==> config.mk <==
export PLATFORM = sky130hd
export DESIGN_NAME = neander_x_muldiv_seq
export DESIGN_NICKNAME = d
export VERILOG_FILES = /design/src/rtl/neander_x_muldiv_seq.sv
export SDC_FILE = /design/constraint.sdc
export NUM_CORES = 1
export LEC_CHECK = 0
export ABC_CLOCK_PERIOD_IN_PS = 3420
export CELL_PAD_IN_SITES_DETAIL_PLACEMENT = 1
export CELL_PAD_IN_SITES_GLOBAL_PLACEMENT = 1
export CORE_UTILIZATION = 46
export CTS_BUF_LIST = sky130_fd_sc_hd__clkbuf_2 sky130_fd_sc_hd__clkbuf_4 sky130_fd_sc_hd__clkbuf_8
export DETAILED_ROUTE_END_ITERATION = 7
export HOLD_SLACK_MARGIN = 0.02
export PLACE_DENSITY_LB_ADDON = 0.1
export SYNTH_ARGS = -nofsm -noshare
export SYNTH_HDL_FRONTEND = slang
export SYNTH_SLANG_ARGS = --single-unit
==> constraint.sdc <==
create_clock -name clk -period 3.42 [get_ports clk]
set_input_delay 0.684 -clock clk [delete_from_list [all_inputs] [get_ports clk]]
set_output_delay 0.684 -clock clk [all_outputs]
set_load 0.05 [all_outputs]
==> src/rtl/neander_x_muldiv_seq.sv <==
// Sequential multiply/divide engine for the NEANDER-X datapath.
// Shift-add multiply and restoring divide, one bit per clock cycle.
module neander_x_muldiv_seq #(
    parameter int DATA_W = 8
) (
    input  logic              clk,
    input  logic              reset,
    input  logic              start,
    input  logic [1:0]        op,
    input  logic [DATA_W-1:0] a,
    input  logic [DATA_W-1:0] b,
    output logic              busy,
    output logic              done,
    output logic [DATA_W-1:0] result,
    output logic [DATA_W-1:0] result_high,
    output logic              carry_out
);

    localparam int CW = $clog2(DATA_W) + 1;

    localparam logic [1:0] OP_MUL = 2'b00;
    localparam logic [1:0] OP_DIV = 2'b01;
    localparam logic [1:0] OP_MOD = 2'b10;
    localparam logic [1:0] OP_RSV = 2'b11;

    typedef enum logic [1:0] {
        S_IDLE,
        S_RUN,
        S_DONE
    } state_t;

    state_t state;

    logic [1:0]          op_q;
    logic [DATA_W-1:0]   a_q;
    logic [DATA_W-1:0]   b_q;
    logic [CW-1:0]       cnt;
    logic [2*DATA_W-1:0] prod;
    logic [DATA_W-1:0]   rem;
    logic [DATA_W-1:0]   quo;

    logic [DATA_W:0]     sum;
    logic [2*DATA_W-1:0] prod_nx;
    logic [DATA_W:0]     trial;
    logic [DATA_W:0]     diff;
    logic [DATA_W-1:0]   rem_nx;
    logic [DATA_W-1:0]   quo_nx;

    // Multiplier sits in the low half and is consumed as the product grows.
    always_comb begin
        sum     = {1'b0, prod[2*DATA_W-1:DATA_W]}
                + ({1'b0, a_q} & {(DATA_W+1){prod[0]}});
        prod_nx = {sum, prod[DATA_W-1:1]};
    end

    // Working remainder is DATA_W+1 bits; a set MSB of diff means a borrow.
    always_comb begin
        trial  = {rem, quo[DATA_W-1]};
        diff   = trial - {1'b0, b_q};
        rem_nx = diff[DATA_W] ? trial[DATA_W-1:0] : diff[DATA_W-1:0];
        quo_nx = {quo[DATA_W-2:0], ~diff[DATA_W]};
    end

    always_ff @(posedge clk or posedge reset) begin
        if (reset) begin
            state       <= S_IDLE;
            busy        <= 1'b0;
            done        <= 1'b0;
            result      <= '0;
            result_high <= '0;
            carry_out   <= 1'b0;
            op_q        <= OP_MUL;
            a_q         <= '0;
            b_q         <= '0;
            cnt         <= '0;
            prod        <= '0;
            rem         <= '0;
            quo         <= '0;
        end else begin
            done <= 1'b0;
            case (state)
                S_IDLE, S_DONE: begin
                    if (start) begin
                        op_q <= op;
                        a_q  <= a;
                        b_q  <= b;
                        cnt  <= CW'(DATA_W);
                        prod <= {{DATA_W{1'b0}}, b};
                        rem  <= '0;
                        quo  <= a;
                        if (op == OP_RSV) begin
                            state       <= S_DONE;
                            done        <= 1'b1;
                            result      <= '0;
                            result_high <= '0;
                            carry_out   <= 1'b0;
                        end else if (op == OP_DIV && b == '0) begin
                            state       <= S_DONE;
                            done        <= 1'b1;
                            result      <= '1;
                            result_high <= a;
                            carry_out   <= 1'b1;
                        end else if (op == OP_MOD && b == '0) begin
                            state       <= S_DONE;
                            done        <= 1'b1;
                            result      <= a;
                            result_high <= '1;
                            carry_out   <= 1'b1;
                        end else begin
                            state <= S_RUN;
                            busy  <= 1'b1;
                        end
                    end else begin
                        state <= S_IDLE;
                    end
                end
                S_RUN: begin
                    prod <= prod_nx;
                    rem  <= rem_nx;
                    quo  <= quo_nx;
                    cnt  <= cnt - 1'b1;
                    if (cnt == CW'(1)) begin
                        state <= S_DONE;
                        busy  <= 1'b0;
                        done  <= 1'b1;
                        case (op_q)
                            OP_MUL: begin
                                result      <= prod_nx[DATA_W-1:0];
                                result_high <= prod_nx[2*DATA_W-1:DATA_W];
                                carry_out   <= |prod_nx[2*DATA_W-1:DATA_W];
                            end
                            OP_MOD: begin
                                result      <= rem_nx;
                                result_high <= quo_nx;
                                carry_out   <= 1'b0;
                            end
                            default: begin
                                result      <= quo_nx;
                                result_high <= rem_nx;
                                carry_out   <= 1'b0;
                            end
                        endcase
                    end
                end
                default: begin
                    state <= S_IDLE;
                    busy  <= 1'b0;
                end
            endcase
        end
    end

endmodule

==> summary.md <==
| Metric | Value |
|---|---|
| Largest net degree at the start of global routing | `76` |
| XOR/XNOR Fraction of Synth Area | `2.39%` |
| Power consumption | `6.35 mW` |
| Clock Path Buffers | `2` |
| Post-synth EDFFs | `0` |
| DRT iter0 DRCs | `246` |
| Final HPWL from detailed placement | `9730 microns` |
| Post-synthesis sequential area ratio | `42.7%` |
| CTS Buf Count | `9` |
| Die width | `99.8 microns` |
| Max-slew violation count | `0` |
| Ys flop type | `dfrtp_1` |
| Pleak | `2.29 nW` |
| Overflow after GRT | `0` |
| Pwr dens | `1220 mW/mm^2` |
| Sink Count | `75` |
| Die Y | `99.8 microns` |
| Site Rows | `35` |
| Tmin final | `2.89 ns` |
| Combinational family with the most area after synthesis | `compound AO/OA/AOI/OAI gates` |
| Seq cells post-synth | `75` |
| Post-synth ARST share | `100%` |
| Post-CTS setup repair buffer count | `0` |
| Mux contribution to synthesized area | `2.76%` |
| CP Cell Sequence | `and2_1, ha_1, fa_1, a211oi_1, nor3_1, or3b_1, a221o_1, mux2i_1, o21ai_1` |
| Delay of the slowest cell on the worst path | `0.48 ns` |
| Die area | `0.00996 sq mm` |
| Area growth syn-to-layout | `18.2%` |
| VDD IR-drop max | `0.528 mV` |
| Crit path from | `prod[0]` |
| Post-CTS Hold Fix Bufs | `0` |
| TritonCTS clock tree | `built` |
| Critical Path RT | `3.67 ns` |
| Worst hold path type | `register to register` |
| Net Sw Power | `3.13 mW` |
| Synth Area in Compound Gates | `21.8%` |
| Worst-path fanout max | `9` |
| Post-route design area | `0.00520 sq mm` |
| Clock Latency Late Sink | `0.37 ns` |
| Post-DR wirelength/cell | `20.5 microns` |
| R2R Path Start | `prod[0]` |
| Core Box Area | `0.00924 sq mm` |
| Most frequent cells in the layout | `99 x nand2_1, 75 x dfrtp_1, 39 x o21ai_0, 39 x clkdlybuf4s50_1, 22 x a21oi_1` |
| Vias in the first global route | `4044` |
| Sum Neg Setup Slack | `0 ns` |
| Delay-heaviest family, CP | `compound AO/OA/AOI/OAI gates` |
| Hold Slack | `0.472 ns` |
| Share of power burned in the clock network | `13.8%` |
| Slowest cell on crit path | `dfrtp_1` |
| Simple-Gate Fraction of Synth Area | `20.3%` |
| Number of max-cap violations | `0` |
| Tcrit/Tclk final | `84.6%` |
| Fill cell count | `1080` |
| Post-synthesis adder-cell area fraction | `6.03%` |
| Antenna diodes | `0` |
| Layout cells sized above 1 | `8.83%` |
| Initial core utilization | `47.6%` |
| # IOs | `40` |
| Synthesized area | `0.00440 sq mm` |
| Number of remaining DRC errors | `0` |
| Status | `completed` |
| Register area | `0.00188 sq mm` |
| Critical path buffers and inverters | `0` |
| Sw Ratio | `49.4%` |
| Post-synth net total | `529` |
| RSZ-0062 raised after global routing | `false` |
| NumNets Final | `568` |
| Logic gate share of total power | `59.7%` |
| Int Pwr | `3.21 mW` |
| Most common cell after layout, fill and taps aside | `nand2_1` |
| Synth Instances | `488` |
| Startpoint Class | `register` |
| Post-cts resize count | `0` |
| Yosys top cell area share | `42.7%` |
| Post-route ant nets | `0` |
| GR Util All Layers | `29.3%` |
| DP Area | `0.00495 sq mm` |
| Final hold violations | `0` |
| H-Tree Depth | `3` |
| Multi-input logic area | `0.00234 sq mm` |
| Seq pwr share | `26.5%` |
| Yosys top cell by area | `dfrtp_1` |
| Via count | `3943` |
| Yosys warning total | `0` |
| Drt first pass iters | `5` |
| Layout Skew | `0.00944 ns` |
| CTS clk-pin slew, worst paths | `0.09 ns` |
| Synth unique cells | `65` |
| Via-per-instance ratio | `5.97` |
| Achievable frequency | `0.346 GHz` |
| I/O Buffers | `39` |
| Slew headroom | `16.9%` |
| Worst hold path startpoint | `a_q[3]` |
| Post-Route WL | `13600 microns` |
| CP arrival | `3.14 ns` |
| Syn_area_per_cell | `9.01 sq um` |
| First-pass GRT wire length | `22000 microns` |
| Synth area leaders | `dfrtp_1 43%, nand2_1 8.4%, ha_1 5.1%` |
| Setup violators final | `0` |
| Root buffer cell | `clkbuf_8` |
| Worst-margin pin slew | `1.25 ns` |
| Initial antenna violation count | `0` |
| Crit. End Element | `register` |
| Setup CP Type | `register to register` |
| GP Congestion | `0.855` |
-- kinds of logic (layout without fill, tap and decap cells) --
logic type | after synthesis | after routing
and+or+nand+nor | 183 | 183
xor gates and xnor gates | 12 | 12
DFF | 75 | 75
AOI/OAI and AO/OA | 144 | 144
adders and majority gates | 20 | 20
muxes | 12 | 12
buffers and inverters | 42 | 86
-- tightest hold or removal path, cell delays in order (launching register included) --
cell and delay, ns:
dfrtp_1 0.35, nand2_1 0.05, nand2_1 0.05
-- layout make-up --
class	count	share of cell area (%)
Timing Repair Buffer	52	9.62
Multi-Input combinational cell	371	45.1
Clock buffer	10	2.65
Inverter	18	1.30
Sequential cell	75	36.1
Clock inverter	6	2.17
Tap cell	129	3.10
-- flip-flops by register name (all words and copies together) (netlist names) --
register     flops
result_high      8
state            2
cnt              4
carry_out        1
a_q              8
op_q             2
done             1
result           8
rem              8
quo              8
prod            16
b_q              8
busy             1
-- per-layer routing --
| metal | vias to the layer above | track usage [%] | part of all wire [%] | routed length [microns] |
|---|---|---|---|---|
| met5 | - | 0 | 0 | 0 |
| met2 | 101 | 47.7 | 48 | 6520 |
| met3 | 17 | 4.39 | 4.2 | 566 |
| met4 | 0 | 9.28 | 1.5 | 205 |
| li1 | 1823 | - | - | - |
| met1 | 2002 | 40.4 | 46 | 6290 |
-- cell usage after synthesis (3+ instances only) --
cell type / count
nand2_1: 99
dfrtp_1: 75
o21ai_0: 39
a21oi_1: 22
ha_1: 18
nor2_1: 18
inv_1: 17
clkbuf_1: 16
nand3_1: 15
a31oi_1: 13
mux2i_1: 11
o21ai_1: 10
and2_1: 9
a22oi_1: 8
nor3b_1: 8
o211ai_1: 8
xnor2_1: 8
a22o_1: 6
a21o_1: 5
nand2b_1: 5
a221o_1: 4
and3_1: 4
o21a_1: 4
o31a_1: 4
xor2_1: 4
nor2b_1: 3
nor3_1: 3
-- path summary, 6_finish.rpt --
kind / endpoint / slack [ns] / depth (start not counted)
max: result_high[5] / 0.53 / 9
min: a_q[3] / 0.47 / 2
max reg2reg: result_high[5] / 0.53 / 9
min reg2reg: a_q[3] / 0.47 / 2
max in group asynchronous: busy / 2.37 / 3
min in group asynchronous: result[6] / 0.73 / 3
-- stage by stage --
stage               instances  setup slack (ns)  utilization [%]
detailed placement        645             0.440             53.6
global route              661             0.293             56.3
CTS                       661             0.537             56.3
global placement          645             0.499             53.6
floorplan                 488             0.826                -
finish                    661             0.527             56.3
-- power groups by stage --
stage	Combinational, mW	Clock, mW	Sequential, mW
after CTS	3.78	0.885	1.68
after floorplan	2.40	0	1.91
after detailed placement	3.73	0	1.69
after global routing	4.13	0.909	1.73
after global placement	3.63	0	1.68
final	3.79	0.873	1.68
(Power assumes the default switching activity.)
